[src/rtl/mem_access_unit_pkg.sv]
// Shared types and constants for the load/store unit and its bus interface.
package mem_access_unit_pkg;

  localparam int unsigned BusAw  = 32;
  localparam int unsigned BusDw  = 32;
  localparam int unsigned BusBeW = BusDw / 8;

  typedef enum logic [1:0] {
    SzByte    = 2'b00,
    SzHalf    = 2'b01,
    SzWord    = 2'b10,
    SzIllegal = 2'b11
  } size_e;

  typedef enum logic [1:0] {
    StIdle = 2'b00,
    StBusy = 2'b01,
    StDone = 2'b10
  } state_e;

  // Alignment rule for a given access size and byte offset.
  function automatic logic is_aligned(size_e sz, logic [1:0] off);
    logic ok;
    case (sz)
      SzHalf:  ok = ~off[0];
      SzWord:  ok = (off == 2'b00);
      default: ok = 1'b1;
    endcase
    return ok;
  endfunction

endpackage

[src/rtl/mem_access_unit_if.sv]
// Word-wide req/ack data bus with byte enables.
interface mem_access_unit_if;
  import mem_access_unit_pkg::*;

  logic                req;
  logic                we;
  logic [BusAw-1:0]    addr;
  logic [BusBeW-1:0]   be;
  logic [BusDw-1:0]    wdata;
  logic [BusDw-1:0]    rdata;
  logic                ack;

  modport master (
    output req, we, addr, be, wdata,
    input  rdata, ack
  );

  modport slave (
    input  req, we, addr, be, wdata,
    output rdata, ack
  );

endinterface

[src/rtl/mem_access_unit_load_align.sv]
// Load lane select plus sign/zero extension from a 32-bit bus word.
module load_align
  import mem_access_unit_pkg::*;
(
  input  logic [31:0] rdata_i,
  input  logic [1:0]  offset_i,
  input  size_e       size_i,
  input  logic        unsigned_i,
  output logic [31:0] data_o
);

  logic [31:0] shifted;

  assign shifted = rdata_i >> {offset_i, 3'b000};

  always_comb begin
    data_o = shifted;
    case (size_i)
      SzByte:  data_o = {{24{~unsigned_i & shifted[7]}}, shifted[7:0]};
      SzHalf:  data_o = {{16{~unsigned_i & shifted[15]}}, shifted[15:0]};
      default: data_o = shifted;
    endcase
  end

endmodule

[src/rtl/mem_access_unit.sv]
// Load/store stage: turns core memory requests into req/ack bus accesses,
// stalling the core while an access is in flight.
module mem_access_unit
  import mem_access_unit_pkg::*;
#(
  parameter int unsigned TIMEOUT = 16
) (
  input  logic                CLK,
  input  logic                Reset,
  input  logic                mem_rd,
  input  logic                mem_wr,
  input  logic [1:0]          size,
  input  logic                ld_unsigned,
  input  logic [31:0]         addr,
  input  logic [31:0]         wdata,
  output logic [31:0]         rdata,
  output logic                stall,
  output logic                addr_err,
  output logic                bus_err,
  mem_access_unit_if.master   bus
);

  localparam logic [7:0] CntLast = 8'(TIMEOUT - 1);

  state_e      state_q, state_d;
  logic [1:0]  off_q, off_d;
  size_e       size_q, size_d;
  logic        uns_q, uns_d;
  logic        we_q, we_d;
  logic [7:0]  cnt_q, cnt_d;
  logic [31:0] rdata_q, rdata_d;
  logic        addr_err_q, addr_err_d;
  logic        bus_err_q, bus_err_d;
  logic        req_q, req_d;
  logic [31:0] bus_addr_q, bus_addr_d;
  logic [3:0]  be_q, be_d;
  logic [31:0] wdata_q, wdata_d;

  size_e       size_in;
  logic        any_req;
  logic        legal;
  logic [3:0]  be_new;
  logic [31:0] wdata_new;
  logic [31:0] ld_data;

  assign size_in = size_e'(size);
  assign any_req = mem_rd | mem_wr;
  assign legal   = (mem_rd ^ mem_wr) && (size_in != SzIllegal) && is_aligned(size_in, addr[1:0]);

  // Store lanes are replicated so the slave can pick any enabled byte lane.
  always_comb begin
    be_new    = 4'b0000;
    wdata_new = wdata;
    case (size_in)
      SzByte: begin
        be_new    = 4'b0001 << addr[1:0];
        wdata_new = {4{wdata[7:0]}};
      end
      SzHalf: begin
        be_new    = 4'b0011 << addr[1:0];
        wdata_new = {2{wdata[15:0]}};
      end
      SzWord: begin
        be_new    = 4'b1111;
        wdata_new = wdata;
      end
      default: begin
        be_new    = 4'b0000;
        wdata_new = wdata;
      end
    endcase
  end

  load_align u_load_align (
    .rdata_i    (bus.rdata),
    .offset_i   (off_q),
    .size_i     (size_q),
    .unsigned_i (uns_q),
    .data_o     (ld_data)
  );

  always_comb begin
    state_d    = state_q;
    off_d      = off_q;
    size_d     = size_q;
    uns_d      = uns_q;
    we_d       = we_q;
    cnt_d      = cnt_q;
    rdata_d    = rdata_q;
    addr_err_d = 1'b0;
    bus_err_d  = 1'b0;
    req_d      = req_q;
    bus_addr_d = bus_addr_q;
    be_d       = be_q;
    wdata_d    = wdata_q;
    stall      = 1'b0;

    unique case (state_q)
      StIdle: begin
        if (legal) begin
          stall      = 1'b1;
          off_d      = addr[1:0];
          size_d     = size_in;
          uns_d      = ld_unsigned;
          we_d       = mem_wr;
          cnt_d      = 8'd0;
          req_d      = 1'b1;
          bus_addr_d = {addr[31:2], 2'b00};
          be_d       = be_new;
          wdata_d    = wdata_new;
          state_d    = StBusy;
        end else if (any_req) begin
          addr_err_d = 1'b1;
        end
      end
      StBusy: begin
        stall = 1'b1;
        // Ack takes priority over a timeout landing in the same cycle.
        if (bus.ack) begin
          if (!we_q) rdata_d = ld_data;
          req_d   = 1'b0;
          state_d = StDone;
        end else if (cnt_q == CntLast) begin
          if (!we_q) rdata_d = 32'd0;
          req_d     = 1'b0;
          bus_err_d = 1'b1;
          state_d   = StDone;
        end else begin
          cnt_d = cnt_q + 8'd1;
        end
      end
      StDone: begin
        state_d = StIdle;
      end
      default: begin
        state_d = StIdle;
        req_d   = 1'b0;
      end
    endcase
  end

  always_ff @(posedge CLK) begin
    if (Reset) begin
      state_q    <= StIdle;
      off_q      <= 2'b00;
      size_q     <= SzByte;
      uns_q      <= 1'b0;
      we_q       <= 1'b0;
      cnt_q      <= 8'd0;
      rdata_q    <= 32'd0;
      addr_err_q <= 1'b0;
      bus_err_q  <= 1'b0;
      req_q      <= 1'b0;
      bus_addr_q <= 32'd0;
      be_q       <= 4'b0000;
      wdata_q    <= 32'd0;
    end else begin
      state_q    <= state_d;
      off_q      <= off_d;
      size_q     <= size_d;
      uns_q      <= uns_d;
      we_q       <= we_d;
      cnt_q      <= cnt_d;
      rdata_q    <= rdata_d;
      addr_err_q <= addr_err_d;
      bus_err_q  <= bus_err_d;
      req_q      <= req_d;
      bus_addr_q <= bus_addr_d;
      be_q       <= be_d;
      wdata_q    <= wdata_d;
    end
  end

  assign rdata     = rdata_q;
  assign addr_err  = addr_err_q;
  assign bus_err   = bus_err_q;
  assign bus.req   = req_q;
  assign bus.we    = we_q;
  assign bus.addr  = bus_addr_q;
  assign bus.be    = be_q;
  assign bus.wdata = wdata_q;

endmodule
[src/flat_wrapper.sv]
// flat-port wrapper written by rule: the top's interface ports become plain ports
module mem_access_unit_flat import mem_access_unit_pkg::*;
#(
  parameter int unsigned TIMEOUT = 16
)
  (CLK, Reset, mem_rd, mem_wr, size, ld_unsigned, addr, wdata, rdata, stall, addr_err, bus_err, bus_req, bus_we, bus_addr, bus_be, bus_wdata, bus_rdata, bus_ack);
  mem_access_unit_if bus_i ();
  input  logic CLK;
  input  logic Reset;
  input  logic mem_rd;
  input  logic mem_wr;
  input  logic [1:0] size;
  input  logic ld_unsigned;
  input  logic [31:0] addr;
  input  logic [31:0] wdata;
  output logic [31:0] rdata;
  output logic stall;
  output logic addr_err;
  output logic bus_err;
  output wire logic [$bits(bus_i.req)-1:0] bus_req;
  output wire logic [$bits(bus_i.we)-1:0] bus_we;
  output wire logic [$bits(bus_i.addr)-1:0] bus_addr;
  output wire logic [$bits(bus_i.be)-1:0] bus_be;
  output wire logic [$bits(bus_i.wdata)-1:0] bus_wdata;
  input wire logic [$bits(bus_i.rdata)-1:0] bus_rdata;
  input wire logic [$bits(bus_i.ack)-1:0] bus_ack;
  assign bus_req = bus_i.req;
  assign bus_we = bus_i.we;
  assign bus_addr = bus_i.addr;
  assign bus_be = bus_i.be;
  assign bus_wdata = bus_i.wdata;
  assign bus_i.rdata = bus_rdata;
  assign bus_i.ack = bus_ack;
  mem_access_unit #(.TIMEOUT(TIMEOUT)) u_core (.CLK(CLK), .Reset(Reset), .mem_rd(mem_rd), .mem_wr(mem_wr), .size(size), .ld_unsigned(ld_unsigned), .addr(addr), .wdata(wdata), .rdata(rdata), .stall(stall), .addr_err(addr_err), .bus_err(bus_err), .bus(bus_i));
endmodule
[config.mk]
export PLATFORM = sky130hd
export DESIGN_NAME = mem_access_unit_flat
export DESIGN_NICKNAME = d
export VERILOG_FILES = /design/src/rtl/mem_access_unit_pkg.sv /design/src/rtl/mem_access_unit_if.sv /design/src/rtl/mem_access_unit_load_align.sv /design/src/rtl/mem_access_unit.sv /design/src/flat_wrapper.sv
export SDC_FILE = /design/constraint.sdc
export NUM_CORES = 1
export LEC_CHECK = 0
export CAP_MARGIN = 40
export CORE_UTILIZATION = 44
export DETAILED_ROUTE_END_ITERATION = 12
export PLACE_DENSITY = 0.8
export SLEW_MARGIN = 20
export SYNTH_ARGS = -nofsm -noshare
export SYNTH_HDL_FRONTEND = slang
export SYNTH_HIERARCHICAL = 1
export SYNTH_SLANG_ARGS = --single-unit
[constraint.sdc]
create_clock -name CLK -period 2.6 [get_ports CLK]
set_clock_uncertainty 0.1 [all_clocks]
set_input_delay 0.52 -clock CLK [delete_from_list [all_inputs] [get_ports CLK]]
set_output_delay 0.52 -clock CLK [all_outputs]
set_load 0.005 [all_outputs]
==> run summary <==
Yosys cell types: 51
# IOs: 209
worst vdd ir: 0.464 mV
Die W: 113 um
Top Metal Used: met4
die area: 12800 um2
Avg WL per Cell: 16.6 um
Starting Density: 45.3%
first-pass GRT wire length: 27.2 mm
worst-margin pin slew: 0.668 ns
TritonRoute pass-1 iters: 5
H-Tree Level Count: 4
CTS Buf Count: 17
critical path endpoint category: output port
initial antenna violation count: 0
cell area after layout: 8400 um2
Layout area overhead: 54.5%
CTS tree: yes
final setup violation count: 0
largest area contributor in the netlist: dfxtp_1
Synth Cell Area: 5440 um2
RSZ-0062 raised after global routing: false
share of layout cells above drive strength 1: 10.2%
status: completed
area of the multi-input gates: 2810 um2
largest net degree at the start of global routing: 59
detailed placement HPWL: 12.3 mm
Syn Inst Count: 682
Final nets: 992
critical path arrival: 1.83 ns
final hold vios: 0
Max Slew Vio Count: 0
most common cell in the netlist: nand2_1
Longest Clk Path Bufs: 2
Reg area: 2340 um2
Site Rows: 40
async set-reset flop share out of synthesis: 0%
Avg Inst Size Synth: 7.97 um2
PwrDens: 663 nW/um2
Clock Latency Late Sink: 0.41 ns
Min Hold Slack: 0.353 ns
# diodes: 0
met2 wire len: 8.49 mm
die height: 113 um
slowest CP cell: ha_1
max-cap violations: 0
Hold Crit Class: flop to flop
Post-synth EDFFs: 0
Slew Limit Headroom: 55.5%
min Tclk post-route: 2.45 ns
Worst-path clk slew: 0.05 ns
ANT nets after route: 0
Worst setup SP type: input pin
crit-path max FO: 4
Fillers: 940
core area: 12000 um2
detailed-route via count: 5812
P_leak: 2.98 nW
Synth area leaders: dfxtp_1 (43%), a21oi_1 (10%), nand2_1 (9.4%), o21ai_0 (4.0%), a211oi_1 (3.3%)
final worst-path cycle share: 94.2%
DR iter-0 viols: 482
grt total ovfl: 0
met1 WL: 6.78 mm
number of synthesized register bits: 117
crit-path max cell delay: 0.31 ns
Synth top area share: 43.1%
Top FF cell, synth: dfxtp_1
WS Path Type: input pin to output port
I/O Buffers: 206
all-layer global routing usage: 26.9%
WL final: 17.2 mm
Post-synth top cells: nand2_1 (136), dfxtp_1 (117), a21oi_1 (113), o21ai_0 (43), nor2_1 (38)
Req. time, crit path: 1.98 ns
crit-path cells: dlygate4sd2_1 -> inv_1 -> ha_1 -> nand2b_1 -> o211ai_1 -> nor2b_2 -> nor2_1 -> buf_2
post-DR vias/cell: 5.59
CTS root buffer: clkbuf_16
number of remaining DRC errors: 0
vias in the first global route: 5613
GPL Wtd Cong: 0.901
Fmax: 408 MHz
Hold Buf Count CTS: 0
sequential share of the synthesized area: 43.1%
post-place instance area: 7740 um2
# clock sinks: 117
yosys warns: 6
routed wl met3: 1.62 mm
## path summary, 6_finish.rpt
kind / start / to / slack (ns) / depth (start not counted)
setup / recovery: size[0] / stall / 0.15 / 8
hold reg to reg: u_core/bus.addr[27] / u_core/bus.addr[27] / 0.35 / 2
hold / removal: u_core/bus.addr[27] / u_core/bus.addr[27] / 0.35 / 2
setup reg to reg: u_core/off_q[0] / u_core/rdata[8] / 0.53 / 6
## where the power goes
part / switching, mW / total (mW) / leakage, nW / internal (mW)
sequential: 0.0727 / 1.98 / 0.952 / 1.91
clock: 0.791 / 2.48 / 0.300 / 1.69
combinational: 0.517 / 1.11 / 1.72 / 0.589
total: 1.38 / 5.57 / 2.98 / 4.19
## metrics by stage
step	utilization, %	power, mW	std cells	TNS (ns)	worst slack [ns]
after floorplan	-	2.53	683	0	0.564
after global placement	64.5	3.08	1008	-0.571	-0.448
after detailed placement	64.5	3.11	1008	-2.25	-0.480
after CTS	69.9	5.59	1039	0	0.0188
after global routing	69.9	5.79	1040	0	0.0475
final	69.9	5.57	1040	0	0.151
## worst max-delay path, delay by kind of cell
kind | cells | cell delay, ns
buf+inv | 3 | 0.50
compound gates | 1 | 0.19
fa+ha+maj | 1 | 0.31
simple gates | 3 | 0.31
## sequential cells by signal (all words and copies together) (netlist names), 2 cells and up
name	cells
u_core/cnt_q	8
u_core/bus.addr	30
u_core/off_q	2
u_core/bus.be	4
u_core/size_q	2
u_core/rdata	32
u_core/state_q	2
u_core/bus.wdata	32
## cells in the final DEF, fill, tap and decap left out, types with 17 or more instances in the layout
master / netlist / layout
nor2_1: 38 / 38
buf_4: 7 / 21
clkdlybuf4s50_1: 0 / 200
dfxtp_1: 117 / 117
nor3_1: 17 / 17
nand2_1: 136 / 136
o21ai_0: 43 / 43
clkbuf_16: 0 / 17
a21oi_1: 113 / 112
a211oi_1: 24 / 24
## cell type report
class                      instances  share of cell area [%]
clock inverter                     8                    1.76
multi-input combinational        501                    33.5
tap                              147                    2.19
sequential                       117                    27.9
clock buffer                      22                    5.76
timing repair buffer             236                    28.5
inverter                           9                   0.402
## per-layer routing
| layer | global-route usage [%] | vias to the layer above |
|---|---|---|
| met5 | 0 | - |
| met4 | 11.1 | 0 |
| met2 | 47.6 | 271 |
| li1 | - | 2788 |
| met1 | 29.6 | 2724 |
| met3 | 9.05 | 29 |
## logic make-up after synthesis
| kind of cell | share of synthesized area [%] |
|---|---|
| AOI/OAI and AO/OA | 26.5 |
| and+or+nand+nor | 19.6 |
| buffers and inverters | 5.57 |
| DFF | 43.1 |
| adders and majority gates | 1.38 |
| xor gates and xnor gates | 0.161 |
| muxes | 3.70 |
| other | 0.0690 |
## what timing repair did
action,CTS,global route
gates resized for setup,12,1
endpoints found under the hold margin,0,0
pin swaps,2,3
setup endpoints to repair,1,1
buffers inserted,1,1
Note: power is estimated with default switching activity, not from simulation.
